<file path="src/rtl/turn_pkg.sv">
// Shared types and constants for the two-player turn scheduler.
package turn_pkg;

  typedef enum logic [1:0] {
    IDLE  = 2'd0,
    TURN  = 2'd1,
    CHECK = 2'd2,
    DONE  = 2'd3
  } turn_state_t;

  typedef logic player_t;

  localparam logic [1:0] GRANT_NONE = 2'b00;
  localparam logic [1:0] P0         = 2'b01;
  localparam logic [1:0] P1         = 2'b10;

  function automatic logic [1:0] onehot(input player_t p);
    return p ? P1 : P0;
  endfunction

endpackage

</file>
<file path="src/rtl/turn_scheduler_if.sv">
// Game-side handshake between the board/players (master) and turn_scheduler (slave).
interface turn_scheduler_if #(
  parameter int MAX_MOVES = 9
);
  localparam int MC_W = $clog2(MAX_MOVES + 1);

  logic            start;
  logic [1:0]      req;
  logic            win;
  logic [1:0]      grant;
  logic            move_ack;
  logic            timeout;
  logic            finalizar;
  logic [1:0]      winner;
  logic [MC_W-1:0] move_count;

  modport master (
    output start, req, win,
    input  grant, move_ack, timeout, finalizar, winner, move_count
  );

  modport slave (
    input  start, req, win,
    output grant, move_ack, timeout, finalizar, winner, move_count
  );
endinterface

</file>
<file path="src/rtl/turn_timer.sv">
// Loadable per-turn down-counter; zero flags that the current turn has expired.
module turn_timer #(
  parameter int WIDTH = 6
) (
  input  logic             clk,
  input  logic             rst,
  input  logic             load,
  input  logic             en,
  input  logic [WIDTH-1:0] load_value,
  output logic             zero
);

  logic [WIDTH-1:0] count;

  always_ff @(posedge clk) begin
    if (rst) begin
      count <= '0;
    end else if (load) begin
      count <= load_value;
    end else if (en && (count != '0)) begin
      count <= count - WIDTH'(1);
    end
  end

  assign zero = (count == '0);

endmodule

</file>
<file path="src/rtl/turn_scheduler.sv">
// Two-player turn controller: exclusive grant, one move per turn, win/draw detection.
// Define TURN_TIMEOUT_EN to enable the per-turn time limit and forced hand-over.
module turn_scheduler
  import turn_pkg::*;
#(
  parameter int TURN_CYCLES = 50,
  parameter int MAX_MOVES   = 9
) (
  input  logic              clk,
  input  logic              rst,
  turn_scheduler_if.slave   bus
);

  localparam int MC_W = $clog2(MAX_MOVES + 1);
  localparam logic [MC_W-1:0] MOVES_LAST = MC_W'(MAX_MOVES);

  if (TURN_CYCLES < 2 || MAX_MOVES < 1) begin : g_bad_cfg
    $error("turn_scheduler: TURN_CYCLES must be >= 2 and MAX_MOVES >= 1");
  end

  turn_state_t     state;
  player_t         player;
  logic [1:0]      grant_q;
  logic            move_ack_q;
  logic            timeout_q;
  logic            finalizar_q;
  logic [1:0]      winner_q;
  logic [MC_W-1:0] move_count_q;
  logic            timer_expired;

`ifdef TURN_TIMEOUT_EN
  localparam int TW = $clog2(TURN_CYCLES);
  localparam logic [TW-1:0] TIMER_LOAD = TW'(TURN_CYCLES - 1);

  logic timer_load;
  logic timer_en;
  logic timer_zero;

  // Reload whenever a turn is about to begin; count down only while the
  // current player is still thinking.
  always_comb begin
    // NOTE: every signal assigned here gets a default first, so no path leaves it unassigned and no latch is inferred.
    timer_load = 1'b0;
    timer_en   = 1'b0;
    case (state)
      IDLE, DONE: timer_load = bus.start;
      CHECK:      timer_load = 1'b1;
      TURN: begin
        if (!bus.req[player]) begin
          timer_load = timer_zero;
          timer_en   = !timer_zero;
        end
      end
      default: timer_load = 1'b0;
    endcase
  end

  turn_timer #(
    .WIDTH (TW)
  ) u_timer (
    .clk        (clk),
    .rst        (rst),
    .load       (timer_load),
    .en         (timer_en),
    .load_value (TIMER_LOAD),
    .zero       (timer_zero)
  );

  assign timer_expired = timer_zero;
`else
  assign timer_expired = 1'b0;
`endif

  always_ff @(posedge clk) begin
    if (rst) begin
      state        <= IDLE;
      player       <= 1'b0;
      grant_q      <= GRANT_NONE;
      move_ack_q   <= 1'b0;
      timeout_q    <= 1'b0;
      finalizar_q  <= 1'b0;
      winner_q     <= GRANT_NONE;
      move_count_q <= '0;
    end else begin
      // NOTE: non-blocking assignments here so every register samples pre-edge values, regardless of statement order.
      move_ack_q  <= 1'b0;
      timeout_q   <= 1'b0;
      finalizar_q <= 1'b0;

      case (state)
        IDLE, DONE: begin
          if (bus.start) begin
            state        <= TURN;
            player       <= 1'b0;
            grant_q      <= P0;
            winner_q     <= GRANT_NONE;
            move_count_q <= '0;
          end
        end

        // A request from the active player beats an expiring timer.
        TURN: begin
          if (bus.req[player]) begin
            state        <= CHECK;
            grant_q      <= GRANT_NONE;
            move_ack_q   <= 1'b1;
            move_count_q <= move_count_q + MC_W'(1);
          end else if (timer_expired) begin
            timeout_q <= 1'b1;
            player    <= ~player;
            grant_q   <= onehot(~player);
          end
        end

        CHECK: begin
          if (bus.win) begin
            state       <= DONE;
            winner_q    <= onehot(player);
            finalizar_q <= 1'b1;
          end else if (move_count_q == MOVES_LAST) begin
            state       <= DONE;
            winner_q    <= GRANT_NONE;
            finalizar_q <= 1'b1;
          end else begin
            state   <= TURN;
            player  <= ~player;
            grant_q <= onehot(~player);
          end
        end

        default: state <= IDLE;
      endcase
    end
  end

  assign bus.grant      = grant_q;
  assign bus.move_ack   = move_ack_q;
  assign bus.timeout    = timeout_q;
  assign bus.finalizar  = finalizar_q;
  assign bus.winner     = winner_q;
  assign bus.move_count = move_count_q;

endmodule

</file>
<file path="src/flat_wrapper.sv">
// flat-port wrapper written by rule: the top's interface ports become plain ports
module turn_scheduler_flat import turn_pkg::*;
#(
  parameter int TURN_CYCLES = 50,
  parameter int MAX_MOVES   = 9
)
  (clk, rst, bus_start, bus_req, bus_win, bus_grant, bus_move_ack, bus_timeout, bus_finalizar, bus_winner, bus_move_count);
  turn_scheduler_if #(.MAX_MOVES(MAX_MOVES)) bus_i ();
  input  logic clk;
  input  logic rst;
  input wire logic [$bits(bus_i.start)-1:0] bus_start;
  input wire logic [$bits(bus_i.req)-1:0] bus_req;
  input wire logic [$bits(bus_i.win)-1:0] bus_win;
  output wire logic [$bits(bus_i.grant)-1:0] bus_grant;
  output wire logic [$bits(bus_i.move_ack)-1:0] bus_move_ack;
  output wire logic [$bits(bus_i.timeout)-1:0] bus_timeout;
  output wire logic [$bits(bus_i.finalizar)-1:0] bus_finalizar;
  output wire logic [$bits(bus_i.winner)-1:0] bus_winner;
  output wire logic [$bits(bus_i.move_count)-1:0] bus_move_count;
  assign bus_i.start = bus_start;
  assign bus_i.req = bus_req;
  assign bus_i.win = bus_win;
  assign bus_grant = bus_i.grant;
  assign bus_move_ack = bus_i.move_ack;
  assign bus_timeout = bus_i.timeout;
  assign bus_finalizar = bus_i.finalizar;
  assign bus_winner = bus_i.winner;
  assign bus_move_count = bus_i.move_count;
  turn_scheduler #(.TURN_CYCLES(TURN_CYCLES), .MAX_MOVES(MAX_MOVES)) u_core (.clk(clk), .rst(rst), .bus(bus_i));
endmodule
</file>
<file path="config.mk">
export PLATFORM = sky130hd
export DESIGN_NAME = turn_scheduler_flat
export DESIGN_NICKNAME = d
export VERILOG_FILES = /design/src/rtl/turn_pkg.sv /design/src/rtl/turn_scheduler_if.sv /design/src/rtl/turn_timer.sv /design/src/rtl/turn_scheduler.sv /design/src/flat_wrapper.sv
export SDC_FILE = /design/constraint.sdc
export NUM_CORES = 1
export LEC_CHECK = 0
export CORE_MARGIN = 2
export CORE_UTILIZATION = 35
export DETAILED_ROUTE_END_ITERATION = 16
export GPL_TIMING_DRIVEN = 0
export HOLD_SLACK_MARGIN = 0.15
export PLACE_DENSITY_LB_ADDON = 0.08
export SLEW_MARGIN = 20
export SYNTH_ARGS = -nofsm -noshare
export SYNTH_HDL_FRONTEND = slang
export SYNTH_SLANG_ARGS = --single-unit
export TNS_END_PERCENT = 50
</file>
<file path="constraint.sdc">
create_clock -name clk -period 2 [get_ports clk]
set_input_delay 0.6 -clock clk [delete_from_list [all_inputs] [get_ports clk]]
set_output_delay 0.6 -clock clk [all_outputs]
set_load 0.01 [all_outputs]
</file>
==> results <==
- The flow ran to the end, and the final reports show no timing, DRC or antenna violations.
- The internal power component is 0.000430 W.
- Together, buffers and inverters on the worst path number 1.
- The minimum setup slack after placement is -0.170 ns.
- The path class of the tightest hold or removal check is reg -> reg.
- The cell area power density is 691 mW/mm².
- The part of the power in the clock network is between 20% and 30%.
- The number of max-slew violations in the final report is 0.
- The fraction of registers with async set/reset is 0%.
- 0 antenna diodes ended up in the layout.
- The number of failing hold endpoints at the final stage is 0.
- After filler insertion, the fill cell instance count of the layout stands at 205.
- The number of search-and-repair iterations in the first detailed-routing pass is 3.
- After detailed routing, the total wire length is 1370 µm.
- The synthesized design spends more area on one cell type than any other, namely sky130_fd_sc_hd__dfxtp_1.
- The clock latency on the worst-skew pair is 0.28 ns.
- A synthesized cell averages 9.00 µm².
- The clock-pin slew on the worst setup and hold paths is 0.08 ns.
- The total half-perimeter wirelength after legalization and detailed placement is 1030 µm.
- From left edge to right edge, the die measures roughly 49 µm.
- The number of hold buffers added after CTS is 0.
- From bottom edge to top edge, the die measures 48.5 µm.
- By area the synthesized netlist is led by sky130_fd_sc_hd__dfxtp_1 38%, sky130_fd_sc_hd__ha_1 9.0%, sky130_fd_sc_hd__inv_1 3.8%.
- During synthesis, Yosys emitted a total of 0 warnings.
- At the end of routability-driven placement, the weighted congestion stood at 0.819.
- The proportion of power drawn by flip-flops and latches is 45.6%.
- The part of the total power dissipated in combinational logic is 28.5%.
- The final non-filler cell total is 123.
- On the critical path, the stage with the largest delay is an instance of sky130_fd_sc_hd__clkdlybuf4s50_1.
- The share of final-layout standard cells stronger than drive strength 1 is 12.5%.
- The endpoint class of the critical path is an output port.
- In this run the number of H-tree levels came out at 1.
- The floorplan has 16 rows.
- In this run the power spent charging and discharging nets is 0.000199 W.
- The total overflow reported by the global router is 0.
- Counting every net in the synthesized netlist gives 88.
- Counting flops and latches in the post-synthesis netlist gives 13.
- The detail route stage leaves a number of antenna-violating nets equal to 0.
- The relative area change from synthesis to final layout is 31.4%.
- The leakage power is approximately 0.34 nW.
- With fillers left out, the area of the finished cells amounts to 911 µm².
- The register-to-register setup slack is 0.22 ns.
- The largest net degree at the start of global routing is 11.
- The total area inside the core boundary comes to 0.00192 mm².
- Counting I/O delays and the setup requirement, the final critical path takes 1.91 ns.
- The via count is between 500 and 600.
- The design draws 0.000629 W.
- Dividing the final minimum period by the clock period gives 95.7%.
- For this design the top-level I/O count stands at 17.
- The global router's overall resource usage is 13.0%.
- Yosys mapped the design onto 39 distinct sky130hd cell types.
- The initial antenna violation count is 0.
- Setup violations remaining at the end of the flow were counted as 0.
- The instance area at placement is 877 µm².
- CTS saw 13 sinks.
- The worst-case vdd ir drop is 419 µV.
- Among all flip-flop cells after synthesis, the most frequent one is sky130_fd_sc_hd__dfxtp_1.
- The buffer cell driving the clock tree root is sky130_fd_sc_hd__clkbuf_4.
- Setup repair after global routing left no endpoint under its margin.
- The routed wire length per instance is 11.1 µm.
- The port buffer count is 15.
- On the final layout, the worst clock skew is 0.00826 ns.
- The total clock buffers created by CTS is 3.
- Summing every instance area after synthesis gives 693 µm².
- In the routed design, unresolved DRC markers number 0.
- The iteration-0 DRC count of the detailed router is 8.
- Net switching is between 30% and 40% of the power.
- TritonCTS built the clock tree.
- The count of flip-flops with a built-in enable after synthesis is 0.
- The first-pass GRT wire length is around 2400 µm.
- The total negative setup slack is 0 ns.
- In this run the worst path has a maximum fanout of 7.
- Dividing the detail-routed via count by the number of cells gives 4.85.
- For this run, the slowest stage of the critical path takes 0.58 ns.
- After layout, the worst setup slack is 0.0863 ns.
- The area of the die is 0.00235 mm².
- On the critical path the largest part of the delay comes from buffers and inverters.
- The number of global-route vias before repair was between 500 and 600.
- The register area share after synthesis is 37.5%.
- The clock passes through at most 2 buffers.
- STA classifies the critical path startpoint as a register.
- In the synthesized netlist, the number of instances is 77.
- The share of the synthesized area in the top cell type is 37.5%.
- The maximum clock frequency is 0.523 GHz.
- The data arrival time at the worst-slack endpoint is 1.31 ns.
- The critical path class is reg -> out.
- Once placement completed, the tool counted placed cells totaling 119.
- The net count of the finished layout is 108.
- Once the floorplan was initialized, standard cells occupied a little over a third of the core.
- The required arrival time at the worst endpoint is 1.40 ns.
- Across the run, the number of max-cap violations was 0.
- Walking the worst path, the cells encountered are clkdlybuf4s50_1.
[per-stage QoR]
stage               hold slack, ns  utilization, %
floorplan                    0.476               -
global placement             0.448            45.6
detailed placement           0.451            45.6
CTS                          0.462            47.0
global route                 0.500            47.4
finish                       0.458            47.4
[power by group through the flow]
stage	Combinational, W	Clock [W]	Sequential, W
floorplan	0.000117	0	0.000296
global placement	0.000176	0	0.000293
detailed placement	0.000175	0	0.000294
CTS	0.000176	0.000171	0.000287
global route	0.000202	0.000180	0.000290
finish	0.000179	0.000163	0.000287
[kinds of logic after synthesis]
kind of cell             synth area share, %
AND/OR/NAND/NOR                         21.7
adder cells (fa/ha/maj)                 9.03
buffers and inverters                   6.14
flip-flops                              37.5
AO/OA/AOI/OAI                           21.7
multiplexers                            3.43
other                                  0.541
[cell type report]
type,instances,area (µm²),area share (%)
Inverter,7,26.3,2.88
Tap cell,27,33.8,3.71
Buffer,3,16.3,1.79
Clock buffer,4,26.3,2.88
Multi-Input combinational cell,54,398,43.7
Timing Repair Buffer,15,150,16.5
Sequential cell,13,260,28.6
[placed cells by master (no fill, tap or decap), drive strengths merged, types with 2 or more instances in the layout]
master and instances:
dfxtp 13, inv 7, nor4 2, ha 5
a21oi 4, clkdlybuf4s50 15, a311oi 2, nor3 2
clkbuf 6, nor2 6, nand2 8, a211oi 2
mux2i 2
[what timing repair did]
| item | 4_1_cts | 5_1_grt |
|---|---|---|
| gates resized for setup | 0 | 1 |
| buffers inserted | 0 | 0 |
| endpoints found under the hold margin | 0 | 0 |
| setup endpoints to repair | 0 | 5 |
[routing by layer]
metal | vias up | track usage, % | wire (µm)
li1 | 314 | - | -
met1 | 263 | 16.1 | 672
met3 | 2 | 5.56 | 97
met4 | 0 | 2.86 | 4
met5 | - | 0 | 0
met2 | 17 | 21.1 | 590
[tightest hold or removal path: cells and delay by family, from the launching register on]
family / cells / cell delay, ns
simple gates: 1 / 0.05
compound gates: 1 / 0.05
flops: 1 / 0.31
[cells in the mapped netlist (2+ instances only)]
cell,count
sky130_fd_sc_hd__dfxtp_1,13
sky130_fd_sc_hd__a211oi_1,2
sky130_fd_sc_hd__nand2_1,7
sky130_fd_sc_hd__nor2_1,6
sky130_fd_sc_hd__nor4_1,2
sky130_fd_sc_hd__a21oi_1,3
sky130_fd_sc_hd__inv_1,7
sky130_fd_sc_hd__a311oi_1,2
sky130_fd_sc_hd__ha_1,5
[sequential cells by signal, summed over array words and instances (netlist names)]
name / cells
u_core.bus.move_count: 4
u_core.bus.grant: 2
u_core.bus.winner: 2
u_core.state: 2
u_core.bus.finalizar: 1
u_core.bus.move_ack: 1
u_core.player: 1
[path summary, 6_finish.rpt]
| path | startpoint | endpoint | cells after the start |
|---|---|---|---|
| min reg2reg | u_core.bus.winner[0] | u_core.bus.winner[0] | 2 |
| max | u_core.bus.move_count[0] | bus_move_count[0] | 1 |
| min | u_core.bus.winner[0] | u_core.bus.winner[0] | 2 |
| max reg2reg | u_core.state[0] | u_core.bus.grant[1] | 6 |
Power figures use the tool's default switching activity.
